File: config.mk
export PLATFORM = sky130hd
export DESIGN_NAME = pipeline_ctrl
export DESIGN_NICKNAME = d
export VERILOG_FILES = /design/src/rtl/pipeline_ctrl_pkg.sv /design/src/rtl/pipeline_ctrl_sat_counter.sv /design/src/rtl/pipeline_ctrl.sv
export SDC_FILE = /design/constraint.sdc
export NUM_CORES = 1
export LEC_CHECK = 0
export ABC_AREA = 1
export ABC_CLOCK_PERIOD_IN_PS = 1650
export CELL_PAD_IN_SITES_DETAIL_PLACEMENT = 1
export CELL_PAD_IN_SITES_GLOBAL_PLACEMENT = 1
export CORE_UTILIZATION = 29
export CTS_CLUSTER_SIZE = 14
export DETAILED_ROUTE_END_ITERATION = 10
export PLACE_DENSITY_LB_ADDON = 0.08
export SKIP_CTS_REPAIR_TIMING = 1
export SLEW_MARGIN = 40
export SYNTH_ARGS = -nofsm -noshare
export SYNTH_HDL_FRONTEND = slang
export SYNTH_SLANG_ARGS = --single-unit
File: constraint.sdc
create_clock -name clk -period 1.65 [get_ports clk]
set_input_delay 0.33 -clock clk [delete_from_list [all_inputs] [get_ports clk]]
set_output_delay 0.33 -clock clk [all_outputs]
set_load 0.005 [all_outputs]
File: src/rtl/pipeline_ctrl_pkg.sv
// Shared definitions for the pipeline stall/flush sequencer: FSM encoding,
// datapath width, global truth/NOP constants and the packed stage-control bundle.
package pipeline_ctrl_pkg;

  localparam int XLEN = 32;

  localparam logic        TURE  = 1'b1;
  localparam logic        FALSE = 1'b0;
  localparam logic [31:0] NOP   = 32'h0000_0013;  // addi x0, x0, 0

  typedef enum logic [1:0] {
    ST_RUN      = 2'd0,
    ST_LOAD_BUB = 2'd1,
    ST_DIV_WAIT = 2'd2
  } state_e;

  typedef struct packed {
    logic stall_if;
    logic stall_id;
    logic stall_ex;
    logic stall_mem;
    logic bubble_ex;
    logic bubble_mem;
    logic bubble_wb;
    logic flush_id;
    logic div_go;
    logic redirect;
  } ctrl_t;

endpackage

File: src/rtl/pipeline_ctrl_sat_counter.sv
// Saturating up-counter with synchronous clear; o_hit flags the increment
// that lands exactly on LIMIT.
module sat_counter #(
  parameter int               WIDTH = 8,
  parameter logic [WIDTH-1:0] LIMIT = '1
) (
  input  logic             clk,
  input  logic             rst_n,
  input  logic             i_inc,
  input  logic             i_clr,
  output logic [WIDTH-1:0] o_cnt,
  output logic             o_hit
);

  localparam logic [WIDTH-1:0] PRE = LIMIT - WIDTH'(1);

  logic [WIDTH-1:0] r_cnt;

  always_ff @(posedge clk or negedge rst_n) begin
    if (!rst_n)                       r_cnt <= '0;
    else if (i_clr)                   r_cnt <= '0;
    else if (i_inc && (r_cnt != '1))  r_cnt <= r_cnt + WIDTH'(1);
  end

  assign o_cnt = r_cnt;
  assign o_hit = i_inc && !i_clr && (r_cnt == PRE);

endmodule

File: src/rtl/pipeline_ctrl.sv
// Stall/flush sequencer for the 5-stage RV32 pipe. Stage controls are
// combinational from state + inputs; state, counters and sticky flags are registered.
module pipeline_ctrl #(
  parameter int XLEN        = pipeline_ctrl_pkg::XLEN,
  parameter int MEM_TIMEOUT = 255,
  parameter int DIV_MAX     = 40
) (
  input  logic            clk,
  input  logic            rst_n,
  input  logic            load_hazerd_stall,
  input  logic            branch_taken_ex,
  input  logic [XLEN-1:0] branch_target_ex,
  input  logic            div_start_ex,
  input  logic            div_done,
  input  logic            dmem_req_mem,
  input  logic            dmem_ack,
  output logic            stall_if,
  output logic            stall_id,
  output logic            stall_ex,
  output logic            stall_mem,
  output logic            bubble_ex,
  output logic            bubble_mem,
  output logic            bubble_wb,
  output logic            flush_id,
  output logic            div_go,
  output logic            pc_redirect_en,
  output logic [XLEN-1:0] pc_redirect_addr,
  output logic            mem_timeout_err,
  output logic            div_timeout_err,
  output logic [31:0]     stall_cycles
);

  import pipeline_ctrl_pkg::*;

  localparam int MEM_W = $clog2(MEM_TIMEOUT + 1);
  localparam int DIV_W = $clog2(DIV_MAX + 1);

  state_e r_state;
  state_e w_state_nxt;
  ctrl_t  w_ctrl;
  logic   r_done_seen;
  logic   r_mem_err;
  logic   r_div_err;

  logic             w_mem_wait;
  logic             w_div_fin;
  logic             w_in_div;
  logic             w_div_exit;
  logic [MEM_W-1:0] w_mem_cnt;
  logic [DIV_W-1:0] w_div_cnt;
  logic             w_mem_hit;
  logic             w_div_hit;
  logic             w_stall_hit;
  logic             w_unused;

  assign w_mem_wait = dmem_req_mem && !dmem_ack;
  assign w_in_div   = (r_state == ST_DIV_WAIT);
  assign w_div_fin  = div_done || r_done_seen;
  assign w_div_exit = w_in_div && (w_state_nxt != ST_DIV_WAIT);

  always_comb begin
    w_ctrl      = '0;
    w_state_nxt = r_state;
    if (w_mem_wait) begin
      // Memory wait freezes the whole front of the pipe and holds FSM state.
      w_ctrl.stall_if  = TURE;
      w_ctrl.stall_id  = TURE;
      w_ctrl.stall_ex  = TURE;
      w_ctrl.stall_mem = TURE;
      w_ctrl.bubble_wb = TURE;
    end else begin
      unique case (r_state)
        ST_RUN: begin
          if (div_start_ex) begin
            w_ctrl.div_go     = TURE;
            w_ctrl.stall_if   = TURE;
            w_ctrl.stall_id   = TURE;
            w_ctrl.stall_ex   = TURE;
            w_ctrl.bubble_mem = TURE;
            w_state_nxt       = ST_DIV_WAIT;
          end else if (branch_taken_ex) begin
            w_ctrl.redirect  = TURE;
            w_ctrl.flush_id  = TURE;
            w_ctrl.bubble_ex = TURE;
          end else if (load_hazerd_stall) begin
            w_ctrl.stall_if  = TURE;
            w_ctrl.stall_id  = TURE;
            w_ctrl.bubble_ex = TURE;
            w_state_nxt      = ST_LOAD_BUB;
          end
        end
        ST_LOAD_BUB: begin
          // Second cycle of a load-use: the hazard is stale, only a branch acts.
          if (branch_taken_ex) begin
            w_ctrl.redirect  = TURE;
            w_ctrl.flush_id  = TURE;
            w_ctrl.bubble_ex = TURE;
          end
          w_state_nxt = ST_RUN;
        end
        ST_DIV_WAIT: begin
          if (w_div_fin) begin
            w_state_nxt = ST_RUN;
          end else begin
            w_ctrl.stall_if   = TURE;
            w_ctrl.stall_id   = TURE;
            w_ctrl.stall_ex   = TURE;
            w_ctrl.bubble_mem = TURE;
          end
        end
        default: w_state_nxt = ST_RUN;
      endcase
    end
  end

  // While reset is held the pipe is forced to fill with NOPs.
  assign stall_if         = rst_n && w_ctrl.stall_if;
  assign stall_id         = rst_n && w_ctrl.stall_id;
  assign stall_ex         = rst_n && w_ctrl.stall_ex;
  assign stall_mem        = rst_n && w_ctrl.stall_mem;
  assign bubble_ex        = !rst_n || w_ctrl.bubble_ex;
  assign bubble_mem       = !rst_n || w_ctrl.bubble_mem;
  assign bubble_wb        = !rst_n || w_ctrl.bubble_wb;
  assign flush_id         = !rst_n || w_ctrl.flush_id;
  assign div_go           = rst_n && w_ctrl.div_go;
  assign pc_redirect_en   = rst_n && w_ctrl.redirect;
  assign pc_redirect_addr = branch_target_ex;
  assign mem_timeout_err  = r_mem_err;
  assign div_timeout_err  = r_div_err;

  always_ff @(posedge clk or negedge rst_n) begin
    if (!rst_n) begin
      r_state     <= ST_RUN;
      r_done_seen <= FALSE;
      r_mem_err   <= FALSE;
      r_div_err   <= FALSE;
    end else begin
      r_state <= w_state_nxt;
      // A completion that lands under a memory wait is remembered until we leave.
      if (w_div_exit)
        r_done_seen <= FALSE;
      else if (w_in_div && w_mem_wait && div_done)
        r_done_seen <= TURE;
      if (w_mem_hit) r_mem_err <= TURE;
      if (w_div_hit) r_div_err <= TURE;
    end
  end

  sat_counter #(.WIDTH(MEM_W), .LIMIT(MEM_W'(MEM_TIMEOUT))) u_mem_cnt (
    .clk   (clk),
    .rst_n (rst_n),
    .i_inc (w_mem_wait),
    .i_clr (!w_mem_wait),
    .o_cnt (w_mem_cnt),
    .o_hit (w_mem_hit)
  );

  sat_counter #(.WIDTH(DIV_W), .LIMIT(DIV_W'(DIV_MAX))) u_div_cnt (
    .clk   (clk),
    .rst_n (rst_n),
    .i_inc (w_in_div),
    .i_clr (div_go),
    .o_cnt (w_div_cnt),
    .o_hit (w_div_hit)
  );

  sat_counter #(.WIDTH(32), .LIMIT(32'hFFFF_FFFF)) u_stall_cnt (
    .clk   (clk),
    .rst_n (rst_n),
    .i_inc (stall_if),
    .i_clr (1'b0),
    .o_cnt (stall_cycles),
    .o_hit (w_stall_hit)
  );

  assign w_unused = ^{w_mem_cnt, w_div_cnt, w_stall_hit, NOP};

endmodule
==> results.sh <==
export IMPL_status="finished, violations left"
export IMPL_violations="setup timing"
export IMPL_hold_path_class="in -> async"
export IMPL_avgSynthCellArea_um2=6.59
export IMPL_clk_path_buf_depth=2
export IMPL_coreArea_um2=12000
export IMPL_synth_fp_nets=588
export IMPL_max_slew_margin_rel_pct=52.4
export IMPL_numCtsBuffers=5
export IMPL_max_freq_mhz=569
export IMPL_crit_fanout=3
export IMPL_drt_pass1_iterations=4
export IMPL_hpwl_mm=8.88
export IMPL_ys_ff_latch=51
export IMPL_cap_violations=0
export IMPL_synth_commonest_cells="nand2_1 (237), nor2_1 (66), inv_1 (56)"
export IMPL_clkTransAtPathRegs_ns=0.07
export IMPL_hold_viol_final=0
export IMPL_r2r_start="r_state[0]$_DFF_PN0_"
export IMPL_layout_drive_gt1_share_pct=22.5
export IMPL_grt_total_usage_pct=18.6
export IMPL_tritoncts="yes"
export IMPL_avgViaCountPerCell=4.63
export IMPL_utilization_pct=42.3
export IMPL_ys_warn_count=0
export IMPL_timing_rr_end="u_stall_cnt.o_cnt[30]$_DFFE_PN0P_"
export IMPL_synth_async_reset_ratio_pct=100
export IMPL_cp_end_kind="output pin"
export IMPL_antenna_cells=0
export IMPL_grt_first_pass_wirelength_mm=18.6
export IMPL_slowest_delay_ns=0.45
export IMPL_synth_cell_types=26
export IMPL_synth_compound_area_share_pct=4.15
export IMPL_r2r_slack_ns=0.01
export IMPL_finalNetCount=693
export IMPL_routed_wirelength_mm=11.6
export IMPL_synth_simple_gate_area_share_pct=39.8
export IMPL_yosys_area_top_type="dfrtp_1"
export IMPL_synth_area_leaders="dfrtp_1 (36%), nand2_1 (25%), buf_4 (7.1%), nor2_1 (6.9%), inv_1 (5.9%)"
export IMPL_grt_overflow=0
export IMPL_die_w_um=113
export IMPL_antenna_left=0
export IMPL_vdd_drop_max_mv=0.438
export IMPL_ys_seq_area_share_pct=35.6
export IMPL_num_fill_cells=1520
export IMPL_required_ns=1.32
export IMPL_cp_cell_sequence="nor2_4, nand3_2, o311ai_4, buf_2"
export IMPL_worst_path_dominant_cell_family="flip-flops"
export IMPL_finalCritPeriodShare_pct=107
export IMPL_num_vias=3685
export IMPL_muxShareOfSynthArea_pct=0
export IMPL_worstPathArrival_ns=1.43
export IMPL_slowest_stage="dfrtp_2"
export IMPL_grt_pass1_vias=3745
export IMPL_tightest_slew_ns=0.714
export IMPL_synth_top_area_share_pct=35.6
export IMPL_antenna_found_initial=0
export IMPL_synthCells=544
export IMPL_ios=116
export IMPL_synthFlopType="dfrtp_1"
export IMPL_synth_xor_area_share_pct=3.91
export IMPL_finalCriticalPeriod_ns=1.76
export IMPL_drtIter0Drc=102
export IMPL_powerDensity_nw_per_um2=810
export IMPL_routedWlPerCell_um=14.6
export IMPL_fin_worst_skew_ns=0.00534
export IMPL_r2r_cells=12
export IMPL_synth_top_family_by_area="simple AND/OR/NAND/NOR gates"
export IMPL_h_tree_depth=2
export IMPL_setup_violations=6
export IMPL_root_buffer="clkbuf_16"
export IMPL_synth_edff_count=0
export IMPL_p_leak_nw=2.99
export IMPL_worstSetupStartpointType="flip-flop"
export IMPL_crit_type="reg -> out"
export IMPL_row_count=40
export IMPL_die_h_um=113
export IMPL_synthToLayoutAreaGrowth_pct=41.5
export IMPL_insertion_delay_ns=0.30
export IMPL_die_area_um2=12800
export IMPL_clkSinkCount=51
export IMPL_synthAdderAreaFrac_pct=1.40
export IMPL_netlist_area_um2=3590
export IMPL_setup_ws_ns=-0.109
export IMPL_place_congestion=0.856
export IMPL_p_total_mw=4.11
export IMPL_rsz0062_at_grt="true"
export IMPL_pre_cts_ws_ns=-0.578
export IMPL_initial_core_util_pct=29.9
export IMPL_path_buf_inv=1
export IMPL_grt_max_degree=52
export IMPL_slew_viol_final=0
export IMPL_cp_depth=4
export IMPL_yosys_cell_count_top_type="nand2_1"
export IMPL_fin_tns_setup_ns=-0.383
export IMPL_drc_errors=0
export IMPL_io_buffers=51
-- cells by family (layout without fill, tap and decap cells) --
logic type,after synthesis,after routing
and+or+nand+nor,351,351
buffers and inverters,98,203
DFF,51,51
AOI/OAI and AO/OA,24,24
xor gates and xnor gates,16,16
adders and majority gates,4,4
-- layer usage --
metal	GRT usage [%]	vias up	share of wire, %
met3	4.28	20	3.8
met5	0	-	0
met1	22.4	1762	44
met2	33.0	63	50
li1	-	1840	-
met4	5.18	0	1.6
-- state kept, by name, indices dropped and copies added, names as in the netlist --
| name | cells |
|---|---|
| u_stall_cnt.o_cnt | 32 |
| u_mem_cnt.o_cnt | 8 |
| u_div_cnt.o_cnt | 6 |
| r_state | 2 |
| div_timeout_err | 1 |
| mem_timeout_err | 1 |
| r_done_seen | 1 |
-- metrics by stage --
stage | instance area [um^2] | hold WS (ns) | std cells
finish | 5080 | 0.414 | 796
global route | 5080 | 0.486 | 796
floorplan | 3590 | 0.0344 | 544
detailed placement | 4470 | 0.464 | 765
CTS | 4630 | 0.351 | 772
global placement | 4470 | 0.459 | 765
-- worst register-to-register path: stages (launching register included) --
cell     delay (ns)
dfrtp_1        0.42
buf_6          0.15
nor2_4         0.10
nand2_2        0.09
nand3_2        0.09
nand2_2        0.06
inv_2          0.08
buf_4          0.10
buf_4          0.11
nand2_4        0.07
buf_12         0.15
nand2_1        0.07
nand2_1        0.05
-- report_power, final --
| part | switching, mW | internal (mW) |
|---|---|---|
| registers | 0.166 | 1.40 |
| logic | 0.649 | 0.683 |
| clock network | 0.504 | 0.709 |
-- final cells by class --
class                   instances  area, um^2  share of cell area, %
repair buffers                140        1340                   26.3
flip-flops and latches         51        1280                   25.2
clock inverters                 2        37.5                  0.739
clock buffers                   5         125                   2.46
multi-input cells             395        1900                   37.4
well taps                     147         184                   3.62
inverters                      56         213                   4.19
-- worst max-delay path by stage --
stage / from / to / slack (ns)
after global placement: dmem_ack / bubble_ex / -0.56
after detailed placement: dmem_ack / bubble_ex / -0.58
after global routing: load_hazerd_stall / stall_id / -0.17
final: r_state[1]$_DFF_PN0_ / bubble_ex / -0.11
after floorplan: u_stall_cnt.o_cnt[0]$_DFFE_PN0P_ / u_stall_cnt.o_cnt[28]$_DFFE_PN0P_ / 0.006
after CTS: dmem_ack / bubble_ex / -0.61
-- cells in the final DEF (no fill, tap or decap), types with 2 or more instances in the layout --
master	count
nand2_1	228
buf_4	64
nor2_1	59
inv_1	52
dfrtp_1	48
dlymetal6s2s_1	31
nand3_1	28
buf_6	23
xor2_1	11
clkdlybuf4s50_1	11
nand2_2	8
o21ai_0	8
nor2_2	7
nor2_4	6
clkbuf_2	6
nand2_4	5
a21oi_1	5
xnor2_1	5
clkbuf_16	5
nand3_2	4
inv_2	3
nand4_1	3
nor3_1	3
a31oi_1	3
ha_1	3
buf_12	3
dfrtp_2	3
o31ai_1	2
a41o_1	2
buf_2	2
Note: power is estimated with default switching activity, not from simulation.
==> patch 1 (same settings) <==
Re-encode `state_e` (3 states) as one-hot, 3 bits wide.
--- a/src/rtl/pipeline_ctrl_pkg.sv
+++ b/src/rtl/pipeline_ctrl_pkg.sv
@@ -8,10 +8,10 @@
   localparam logic        FALSE = 1'b0;
   localparam logic [31:0] NOP   = 32'h0000_0013;  // addi x0, x0, 0
 
-  typedef enum logic [1:0] {
-    ST_RUN      = 2'd0,
-    ST_LOAD_BUB = 2'd1,
-    ST_DIV_WAIT = 2'd2
+  typedef enum logic [2:0] {
+    ST_RUN      = 3'b001,
+    ST_LOAD_BUB = 3'b010,
+    ST_DIV_WAIT = 3'b100
   } state_e;
 
   typedef struct packed {
Behaviour: no difference found for any inputs over 10 cycles, from zero or initial values and one cycle with rst_n low; not proved beyond that.
==> patch 1 against the unedited design <==
  * The flow still finishes with violations (negative setup slack)
  * Count of clock-buffer cells in the layout increased by 1
  * Wire length rose by 4.0%
  * Synthesized area down 1.2%
  * Worst setup slack got worse by 0.25 ns
  * First-iteration DRC count shrank 7.8%
  * Non-clock buffer count is 14 higher
  * Sequential share of layout area down 1.3 points
  * Sequential cell count up 1
  * Power is 7.7% higher
  * Cell area rose by 7.7%
  * Clock skew up 0.0019 ns
  * Critical path type unchanged
  * Largest power group is now combinational logic
==> patch 1: results (changes against the unedited design) <==
| Metric | Value |
|---|---|
| Status | `finished with violations` |
| Failing checks | `negative setup slack` |
| Setup TNS | `-7.80 ns (-7.42 ns)` |
| P_clk | `1.39 mW (+15%)` |
| Clock Skew | `0.00728 ns (+0.00194 ns)` |
| Max incr delay on CP | `0.60 ns (+0.15 ns)` |
| Critical path fanouts, max | `4 (+1)` |
| Seq/Total Area, Yosys | `36.7% (+1.2 points)` |
| Pre-CTS setup slack | `-0.594 ns (-0.0164 ns)` |
| Register-to-Register Setup Slack | `-0.23 ns (-0.24 ns)` |
| Syn nets | `570 (-3.1%)` |
| Vias in the first global route | `3664 (-2.2%)` |
| Final HPWL DP | `8.71 mm (-1.8%)` |
| Largest net degree at the start of global routing | `49 (-5.8%)` |
| Comb. pwr | `1.53 mW (+15%)` |
| XOR/XNOR Fraction of Synth Area | `4.20% (+0.29 points)` |
| Nets@finish | `690 (-0.43%)` |
| Via density | `4.64 (+0.20%)` |
| # fillers | `1451 (-4.5%)` |
| Met1 Use GR | `25.6% (+3.2 points)` |
| Final setup violation count | `41 (+35)` |
| Synth Area in Adders | `1.41% (+0.016 points)` |
| Layout cells sized above 1 | `30.8% (+8.3 points)` |
| Initial drt markers | `94 (-7.8%)` |
| Static Leak | `3.30 nW (+10%)` |
| Crit Reg-Reg Endpoint | `u_stall_cnt.o_cnt[7]` |
| Hold WS | `0.0814 ns (-0.332 ns)` |
| Netlist cell types | `29 (+12%)` |
| CP max-delay cell | `dfstp_2` |
| Antenna violations before repair | `0 (unchanged)` |
| WP data arrival | `1.67 ns (+0.24 ns)` |
| Compound-Gate Fraction of Synth Area | `4.27% (+0.12 points)` |
| Wire per inst | `15.2 µm (+4.3%)` |
| Psw | `1.37 mW (+3.5%)` |
| Post-route setup slack | `-0.354 ns (-0.245 ns)` |
| Num CTS Buffers | `5 (unchanged)` |
| Slew headroom | `55.4% (+3.0 points)` |
| Worst VDD drop | `420 µV (-4.2%)` |
| RD Place Congestion | `0.806 (-5.7%)` |
| GRT Total Usage | `18.9% (+0.31 points)` |
| Clock share of power | `31.3% (+1.8 points)` |
-- patch 1: cell types whose count changed in the layout (fill, tap and decap cells not counted), sizes merged, moves of 4 or more --
| cell | before | now |
|---|---|---|
| a21oi | 5 | 9 |
| buf | 92 | 106 |
| inv | 56 | 35 |
| nand2 | 241 | 235 |
| nand3 | 32 | 14 |
| nand3b | 0 | 16 |
| nor2 | 72 | 81 |
| o21ai | 9 | 4 |
-- patch 1: kinds of logic after synthesis --
kind of cell             count (synthesis)
XOR/XNOR                                17
AO/OA/AOI/OAI                           24
flip-flops                              52
buffers and inverters                   76
AND/OR/NAND/NOR                        353
adder cells (fa/ha/maj)                  4
-- patch 1: worst max path at each step --
stage	end	slack, ns	start
after floorplan	u_stall_cnt.o_cnt[0]	0.04	u_stall_cnt.o_cnt[0]
after global placement	bubble_ex	-0.56	dmem_ack
after detailed placement	bubble_ex	-0.59	div_start_ex
after CTS	bubble_ex	-0.69	r_state[1]
after global routing	pc_redirect_en	-0.43	r_state[0]
final	pc_redirect_en	-0.35	r_state[0]
-- patch 1: final cells by class --
type / count / share of cell area, %
clock buffers: 6 / 2.36
well taps: 147 / 3.36
inverters: 35 / 2.40
flip-flops and latches: 52 / 23.9
repair buffers: 154 / 28.1
clock inverters: 2 / 1.10
multi-input cells: 398 / 38.8
-- patch 1: stage by stage --
step                std cells  utilization, %  cell area (µm²)
finish                    794            45.7             5470
global route              794            45.7             5470
CTS                       762            39.2             4690
detailed placement        754            37.6             4500
global placement          754            37.6             4500
floorplan                 526               -             3550
-- patch 1: metal layers --
metal  share of wire (%)  wire length [µm]
met4                 1.2               142
met1                  48              5760
met2                  48              5740
met3                 3.4               410
met5                   0                 0
==> patch 2 (same flow settings) <==
Made on the original files. `XLEN`: 32 -> 48.
--- a/src/rtl/pipeline_ctrl_pkg.sv
+++ b/src/rtl/pipeline_ctrl_pkg.sv
@@ -2,7 +2,7 @@
 // datapath width, global truth/NOP constants and the packed stage-control bundle.
 package pipeline_ctrl_pkg;
 
-  localparam int XLEN = 32;
+  localparam int XLEN = 48;
 
   localparam logic        TURE  = 1'b1;
   localparam logic        FALSE = 1'b0;
Ports: changed (resized branch_target_ex and pc_redirect_addr); port bits go from 116 to 148. The function was not compared with the original's and may differ.
==> patch 2 against the unedited design <==
  * The run still ends with negative setup slack left
  * Clock skew decreased by 0.0011 ns
  * Largest power group unchanged
  * Die area grew 3.3%
  * Synthesized area rose by 3.3%
  * Worst hold slack got worse by 0.26 ns
  * Wire length is 5.5% higher
  * Worst setup slack gained 0.014 ns
  * Highest routed layer unchanged
  * Sequential cell count unchanged
  * Register-to-register slack worse by 0.02 ns
  * Power rose by 2.2%
  * Cell area increased by 6.2%
  * Final cell count rose by 3.5%
==> patch 2: results (changes against the unedited design) <==
| Metric | Value |
|---|---|
| Global-route wire length before repair | `18.6 mm (+0.23%)` |
| Via density | `4.57 (-1.4%)` |
| Placement Cell Area | `4520 µm² (+1.0%)` |
| Final HPWL DP | `8.95 mm (+0.84%)` |
| XOR/XNOR Fraction of Synth Area | `3.78% (-0.13 points)` |
| Reg2reg path depth | `11 (-1)` |
| Internal power | `2.80 mW (about the same)` |
| Vias in the first global route | `3789 (+1.2%)` |
| Layout cells sized above 1 | `30.0% (+7.5 points)` |
| Comb. pwr | `1.49 mW (+12%)` |
| Final setup violation count | `17 (+11)` |
| Setup TNS | `-0.538 ns (-0.155 ns)` |
| Met1 Use GR | `24.9% (+2.5 points)` |
| Wire per inst | `14.8 µm (+2.0%)` |
| Syn nets | `620 (+5.4%)` |
| Met3 Resource Use GR | `2.69% (-1.6 points)` |
| Max incr delay on CP | `0.42 ns (-0.03 ns)` |
| Nets@finish | `715 (+3.2%)` |
| Comb pwr share | `35.3% (+2.9 points)` |
| Status | `finished with violations` |
| Crit Reg-Reg Endpoint | `u_stall_cnt.o_cnt[14]` |
| Synth Instances | `560 (+2.9%)` |
| Seq/Total Area, Yosys | `34.4% (-1.2 points)` |
| GRT Total Usage | `18.3% (-0.32 points)` |
| Worst slew pin tran | `0.391 ns (-0.323 ns)` |
| Sequential share of power | `37.3% (-0.8 points)` |
| CP max-delay cell | `dfrtp_1` |
| Clock Skew | `0.00421 ns (-0.00114 ns)` |
| Post-route setup slack | `-0.0949 ns (+0.0138 ns)` |
| Failing checks | `negative setup slack` |
| Dpl cells | `787 (+2.9%)` |
| Hold WS | `0.157 ns (-0.257 ns)` |
| DRT met1 WL | `5.72 mm (+11%)` |
patch 2: layout make-up:
cell class,instances,area (µm²)
fillers,1543,6820
well taps,168,210
repair buffers,146,1460
clock buffers,7,153
flip-flops and latches,51,1280
multi-input cells,395,2070
clock inverters,1,7.51
inverters,56,210
patch 2: worst max-delay path by stage:
stage,start,endpoint,cells after the start
2_1_floorplan,u_stall_cnt.o_cnt[0],u_stall_cnt.o_cnt[28],9
3_3_place_gp,dmem_ack,bubble_ex,6
3_5_place_dp,dmem_ack,bubble_ex,6
4_1_cts,dmem_ack,bubble_ex,6
5_1_grt,r_state[1],pc_redirect_en,5
6_report,r_state[1],pc_redirect_en,5
patch 2: logic make-up after synthesis:
logic type | Yosys count
DFF | 51
AOI/OAI and AO/OA | 24
and+or+nand+nor | 351
buffers and inverters | 114
adders and majority gates | 4
xor gates and xnor gates | 16
patch 2: critical path: cells and delay by family, from the launching register on:
kind            cells  cell delay, ns
flops               1            0.42
compound gates      1            0.14
buf+inv             3            0.44
simple gates        1            0.11
